File: src/rtl/stage_seq_fsm.sv
// Multi-stage sequencer IDLE -> RUN_0..RUN_{N-1} -> IDLE, with abort, per-stage dwell timeout and sticky ERR.
// Latency 1 clk input->state; all outputs registered alongside state; no backpressure (adv/abort/clr_err are levels).
module stage_seq_fsm #(
  parameter int NUM_STAGES = 2,
  parameter int TIMEOUT    = 255,
  parameter int CNT_W      = 8,
  localparam int SW        = $clog2(NUM_STAGES + 2)
) (
  input  logic                  clk,
  input  logic                  rstn,
  input  logic                  hold,
  input  logic                  start,
  input  logic [NUM_STAGES-1:0] adv,
  input  logic                  abort,
  input  logic                  clr_err,
  output logic [SW-1:0]         state_o,
  output logic [NUM_STAGES-1:0] stage_oh,
  output logic [NUM_STAGES-1:0] enter_p,
  output logic                  idle_hold_p,
  output logic                  done_p,
  output logic                  timeout_p,
  output logic                  err
);

  localparam logic [SW-1:0]    ST_IDLE = '0;
  localparam logic [SW-1:0]    ST_ERR  = SW'(NUM_STAGES + 1);
  localparam logic [CNT_W-1:0] CNT_LAST = (TIMEOUT == 0) ? '0 : CNT_W'(TIMEOUT - 1);

  typedef enum logic [1:0] {K_IDLE, K_RUN, K_ERR, K_BAD} kind_t;

  logic [SW-1:0]         state_q, state_d;
  logic [CNT_W-1:0]      cnt_q, cnt_d;
  logic [NUM_STAGES-1:0] stage_oh_q, stage_oh_d;
  logic [NUM_STAGES-1:0] enter_q, enter_d;
  logic                  hold_q, hold_d;
  logic                  done_q, done_d;
  logic                  to_q, to_d;
  logic                  err_q, err_d;

  kind_t                 kind;
  logic [NUM_STAGES-1:0] cur_oh;

  // Decode the current state into a category plus a one-hot RUN stage.
  always_comb begin
    cur_oh = '0;
    for (int k = 0; k < NUM_STAGES; k++) begin
      cur_oh[k] = (state_q == SW'(k + 1));
    end
    if (state_q == ST_IDLE)  kind = K_IDLE;
    else if (|cur_oh)        kind = K_RUN;
    else if (state_q == ST_ERR) kind = K_ERR;
    else                     kind = K_BAD;
  end

  always_comb begin
    state_d = state_q;
    cnt_d   = '0;
    enter_d = '0;
    hold_d  = 1'b0;
    done_d  = 1'b0;
    to_d    = 1'b0;
    unique case (kind)
      K_IDLE: begin
        if (hold) begin
          hold_d = 1'b1;
        end else if (start) begin
          state_d    = SW'(1);
          enter_d[0] = 1'b1;
        end
      end
      K_RUN: begin
        if (abort) begin
          state_d = ST_IDLE;
        end else if (|(adv & cur_oh)) begin
          if (cur_oh[NUM_STAGES-1]) begin
            state_d = ST_IDLE;
            done_d  = 1'b1;
          end else begin
            state_d = state_q + SW'(1);
            enter_d = cur_oh << 1;
          end
        end else if (TIMEOUT != 0 && cnt_q == CNT_LAST) begin
          state_d = ST_ERR;
          to_d    = 1'b1;
        end else if (TIMEOUT != 0) begin
          cnt_d = cnt_q + CNT_W'(1);
        end
      end
      K_ERR: begin
        if (clr_err) state_d = ST_IDLE;
      end
      default: state_d = ST_IDLE;
    endcase

    stage_oh_d = '0;
    for (int k = 0; k < NUM_STAGES; k++) begin
      stage_oh_d[k] = (state_d == SW'(k + 1));
    end
    err_d = (state_d == ST_ERR);
  end

  always_ff @(posedge clk or negedge rstn) begin
    if (!rstn) begin
      state_q    <= ST_IDLE;
      cnt_q      <= '0;
      stage_oh_q <= '0;
      enter_q    <= '0;
      hold_q     <= 1'b0;
      done_q     <= 1'b0;
      to_q       <= 1'b0;
      err_q      <= 1'b0;
    end else begin
      state_q    <= state_d;
      cnt_q      <= cnt_d;
      stage_oh_q <= stage_oh_d;
      enter_q    <= enter_d;
      hold_q     <= hold_d;
      done_q     <= done_d;
      to_q       <= to_d;
      err_q      <= err_d;
    end
  end

  assign state_o     = state_q;
  assign stage_oh    = stage_oh_q;
  assign enter_p     = enter_q;
  assign idle_hold_p = hold_q;
  assign done_p      = done_q;
  assign timeout_p   = to_q;
  assign err         = err_q;

endmodule

File: config.mk
export PLATFORM = sky130hd
export DESIGN_NAME = stage_seq_fsm
export DESIGN_NICKNAME = d
export VERILOG_FILES = /design/src/rtl/stage_seq_fsm.sv
export SDC_FILE = /design/constraint.sdc
export NUM_CORES = 1
export LEC_CHECK = 0
export BUFFER_PORTS_ARGS = -buffer_cell sky130_fd_sc_hd__buf_2
export CAP_MARGIN = 40
export CORE_ASPECT_RATIO = 0.8
export CORE_UTILIZATION = 49
export CTS_CLUSTER_DIAMETER = 150
export DETAILED_ROUTE_END_ITERATION = 8
export GPL_ROUTABILITY_DRIVEN = 0
export PLACE_DENSITY = 0.78
export SLEW_MARGIN = 40
export SYNTH_ARGS = -nofsm -noshare
export SYNTH_HDL_FRONTEND = slang
export SYNTH_SLANG_ARGS = --single-unit
File: constraint.sdc
create_clock -name clk -period 2.1 [get_ports clk]
set_input_delay 0.42 -clock clk [delete_from_list [all_inputs] [get_ports clk]]
set_output_delay 0.42 -clock clk [all_outputs]
set_load 0.005 [all_outputs]
Yosys cells after proc, flatten, opt, wreduce, memory -nomap -nowiden:

Index checks and enable logic that the tools add are counted.

* output and inout port bits: 10
* flip-flop bits (word level): 18

* reduce and logical (&&, ||, !) cells: 4
* bitwise gates (word level): 1
* multiplexer cells: 32
* $add $sub $neg: 2
* eq/ne operators: 9

Operators by type and width (number)
* 2-to-1 mux 8 bit: 4
* 2-to-1 mux 2 bit: 12
* 2-to-1 mux 1 bit: 14
* == test 2 bit (second input constant): 5
* adder 8 x 1 -> 8 bit (second input constant): 1
* == test 8 bit (second input constant): 1
* == test 2 x 1 -> 1 bit (second input constant): 3
* one-hot mux 2 bit (3 select lines): 1
* logical NOT 2 bit: 2
* OR reduction 2 bit: 2
* adder 2 x 1 -> 2 bit (second input constant): 1
* bitwise AND 2 bit: 1
* one-hot mux 1 bit (2 select lines): 1

Longest topological paths before layout:

* word-level depth: 7
* depth in mapped cells: 7
* gate-level depth less buffers: 7

Least setup slack after synthesis:

OpenSTA, ideal clock, no wires.

* path type: register -> register
* from: register state_q[0], in the netlist state_o[0]
* to: register stage_oh_q[0], in the netlist stage_oh[0]
* cell stages (with the launch flop): 7
* setup slack: 367 ps
* library setup time: 119 ps
* arrival time: 1614 ps
* buffers on the path: 0
* cells stage by stage: dfrtp_1 > inv_1 > ha_1 > a22o_1 > a2111oi_4 > a311oi_2 > and2_1

* word-level cells in the longest chain between the ends: 7

Ends and longest elaborated chain
* start, declared: line 31 `logic [SW-1:0] state_q, state_d;`
* start signal, assigned: line 113 `state_q <= state_d;`
* == test 2 bit (tied with other cells): line 51 `else if (state_q == ST_ERR) kind = K_ERR;`
* 2-to-1 mux 1 bit (tied with other cells): line 51
* 2-to-1 mux 2 bit / OR reduction 2 bit (equally long branches): line 50, 74
* 2-to-1 mux 2 bit (on tied branches): line 49, 74
* == test 2 bit (tied with other cells): line 62 `unique case (kind)`
* one-hot mux 2 bit (3 select lines) (*): line 62
* net state_d[0]: line 31
* == test 2 x 1 -> 1 bit (*): line 97 `stage_oh_d[k] = (state_d == SW'(k + 1));`
* net stage_oh_d[0]: line 33 `logic [NUM_STAGES-1:0] stage_oh_q, stage_oh_d;`
* end signal, assigned: line 115 `stage_oh_q <= stage_oh_d;`
* end, declared: line 33

Mark *: on every way through the listed nets, which the timed path passes. The rest lies on a longest branch.

Worst setup path after layout:

* from: register state_q[0], in the netlist state_o[0]
* to: register err_q, in the netlist err

* word-level cells in the longest chain between the ends: 7

Ends and longest elaborated chain
* == test 2 bit (tied with other cells): line 51
* 2-to-1 mux 1 bit (tied with other cells): line 51
* 2-to-1 mux 2 bit / OR reduction 2 bit (equally long branches): line 50, 74
* 2-to-1 mux 2 bit (on tied branches): line 49, 74
* == test 2 bit (tied with other cells): line 62
* one-hot mux 2 bit (3 select lines) (*): line 62
* == test 2 bit (*): line 99 `err_d = (state_d == ST_ERR);`
* net err_d: line 38 `logic err_q, err_d;`
* end signal, assigned: line 120 `err_q <= err_d;`
* end, declared: line 38

Marks and branches as above.

==> qor.txt <==
vias in the first global route: 544
Post-CTS Setup Inserts: 0
Seq pwr share: 0.519
Post-Syn Area: 911 µm²
die height: 40.6 µm
clk_lat worst skew: 0.28 ns
worst hold path type: in -> async
Non-Filler Instances: 123
Commonest cells post-synth: dfrtp_1, nor2_1, ha_1
TritonCTS Buffers: 3
Rows: 13
unrepaired setup endpoints after global routing: no
Warnings, synthesis: 0
Layout Nets: 119
ANT cells: 0
gr usage total: 0.186
Distinct cells, synth: 28
Final ANT Viol Nets: 0
Setup CP Type: reg -> reg
Pwr Total: 0.777 mW
area delta synth->final: 14.8%
grt ovf: 0
post_cts resized: 0
sw frac: 0.314
leading area contributor after synthesis: dfrtp_1
total leakage power: 0.519 nW
Vias/cell: 5.16
Starting Density: 0.544
Yosys top cell area share: 0.495
largest net degree at the start of global routing: 19
CTS Sinks: 18
status: finished, final reports clean
worst hold margin: 0.0418 ns
Max-Cap Viols: 0
#FFs+latches synth: 18
Slew HR: 0.735
Residual DRC: 0
worst-margin pin slew: 0.398 ns
Peak supply drop: 0.417 mV
CTS root buf: clkbuf_4
Seq/Total Area, Yosys: 0.495
setup TNS: 0 ns
CP Cell Sequence: inv_1, ha_1, a22o_1, a21oi_1, a32o_1, and2b_1
Detailed Route WL: 1560 µm
CP Data Required Time: 2.28 ns
IO Count: 18
DRT Pass-1 Iters: 4
sw power: 0.244 mW
WP buf/inv: 1
Placed Instance Area: 1020 µm²
Core ar.: 1680 µm²
combinational share of power: 0.267
CTS tree: yes
Tcrit/Tclk final: 0.907
dpl cells: 120
Worst Path Arrival: 2.09 ns
Avg Cell Area, Syn: 11.2 µm²
first-pass GRT wire length: 2610 µm
Worst-path clk slew: 0.10 ns
routed len/inst: 12.7 µm
final instance area: 1050 µm²
Post-DP HPWL: 1180 µm
die area: 2040 µm²
EDFF count, synth: 0
Initial DRC Count: 15
count leader, synth: dfrtp_1
slowest CP cell: dfrtp_1
hold_buf cts: 0
design internal power: 0.533 mW
clock skew: 0.00444 ns
startpoint class of the critical path: flip-flop
PortBufs: 17
CP max FO: 7
Max Buffers Root-to-Sink: 2
main flop type after synthesis: dfrtp_1
H-tree levels: 1
final setup fails: 0
final hold vios: 0
Pins Over Slew Limit: 0
pwr/cell area: 742 nW/µm²
clock share of power: 0.214
Period minus WS final: 1.91 ns
Post-Syn Nets: 97
chip width: 50.2 µm
Peak Freq: 0.525 GHz
CP delay by family, top: compound AO/OA/AOI/OAI gates
Critical Path End Type: flip-flop
ys async rst share: 1.00
CP peak stage delay: 0.51 ns
DR vias: 635
initial antenna violation count: 0
ranking of synthesized cells by area: dfrtp_1, ha_1, nor2_1
Cells after Synth: 81
share of layout cells above drive strength 1: 0.287
==> flip-flops by register name, indices dropped and copies added (netlist names) <==
register,flops
cnt_q,8
done_p,1
enter_p,2
err,1
idle_hold_p,1
stage_oh,2
state_o,2
timeout_p,1
==> through the flow <==
stage / utilization / worst slack [ns]
2_1_floorplan: - / 0.367
3_3_place_gp: 0.611 / 0.259
3_5_place_dp: 0.611 / 0.240
4_1_cts: 0.624 / 0.208
5_1_grt: 0.624 / 0.0320
6_report: 0.624 / 0.195
==> placed cells by master (no fill, tap or decap), types with 2 or more instances in the layout <==
cell type  count
dfrtp_1       18
buf_2         17
nor2_1        10
ha_1           8
nand2_1        6
inv_1          4
xor2_1         3
nand3_1        3
xnor2_1        3
o21ai_0        3
clkbuf_4       3
and2b_1        2
and2_1         2
nor3_1         2
and3_1         2
==> worst reg2reg max path, cell delays in order (launching register included) <==
cell     delay [ns]
dfrtp_1        0.51
inv_1          0.14
ha_1           0.26
a22o_1         0.27
a21oi_1        0.20
a32o_1         0.23
and2b_1        0.19
==> cell families after synthesis <==
kind of cell	Yosys count	share of synthesized area
compound gates	10	0.104
buf+inv	4	0.0165
flops	18	0.495
fa+ha+maj	8	0.110
xor+xnor	6	0.0577
simple gates	35	0.217
==> power groups by stage <==
| stage | combinational [mW] | sequential (mW) | clock (mW) |
|---|---|---|---|
| after CTS | 0.208 | 0.404 | 0.172 |
| after global placement | 0.202 | 0.410 | 0 |
| after global routing | 0.231 | 0.410 | 0.188 |
| final | 0.207 | 0.403 | 0.166 |
| after floorplan | 0.136 | 0.411 | 0 |
| after detailed placement | 0.206 | 0.411 | 0 |
==> worst paths after layout <==
check	from	endpoint	slack (ns)	cells after the start
min in group clk	hold	idle_hold_p	0.40	2
max in group asynchronous	rstn	idle_hold_p	1.77	1
worst min-delay path	rstn	cnt_q[2]	0.04	1
worst min register to register	cnt_q[0]	cnt_q[0]	0.52	1
worst max-delay path	state_o[0]	err	0.19	6
worst max register to register	state_o[0]	err	0.19	6
==> layout make-up <==
type	instances	area (µm²)
clock buffer	3	22.5
fill	137	629
inverter	4	15.0
multi-input combinational	59	445
sequential	18	450
tap	22	27.5
timing repair buffer	17	85.1
==> routing by layer <==
layer,up-vias,share of wire,track usage,wire (µm)
met5,-,0,0,0
met4,0,0.013,0.107,21
met3,4,0.049,0.0492,76
met2,21,0.43,0.263,669
met1,292,0.51,0.258,796
li1,318,-,-,-
No activity file was read; power rests on OpenSTA's default activity.
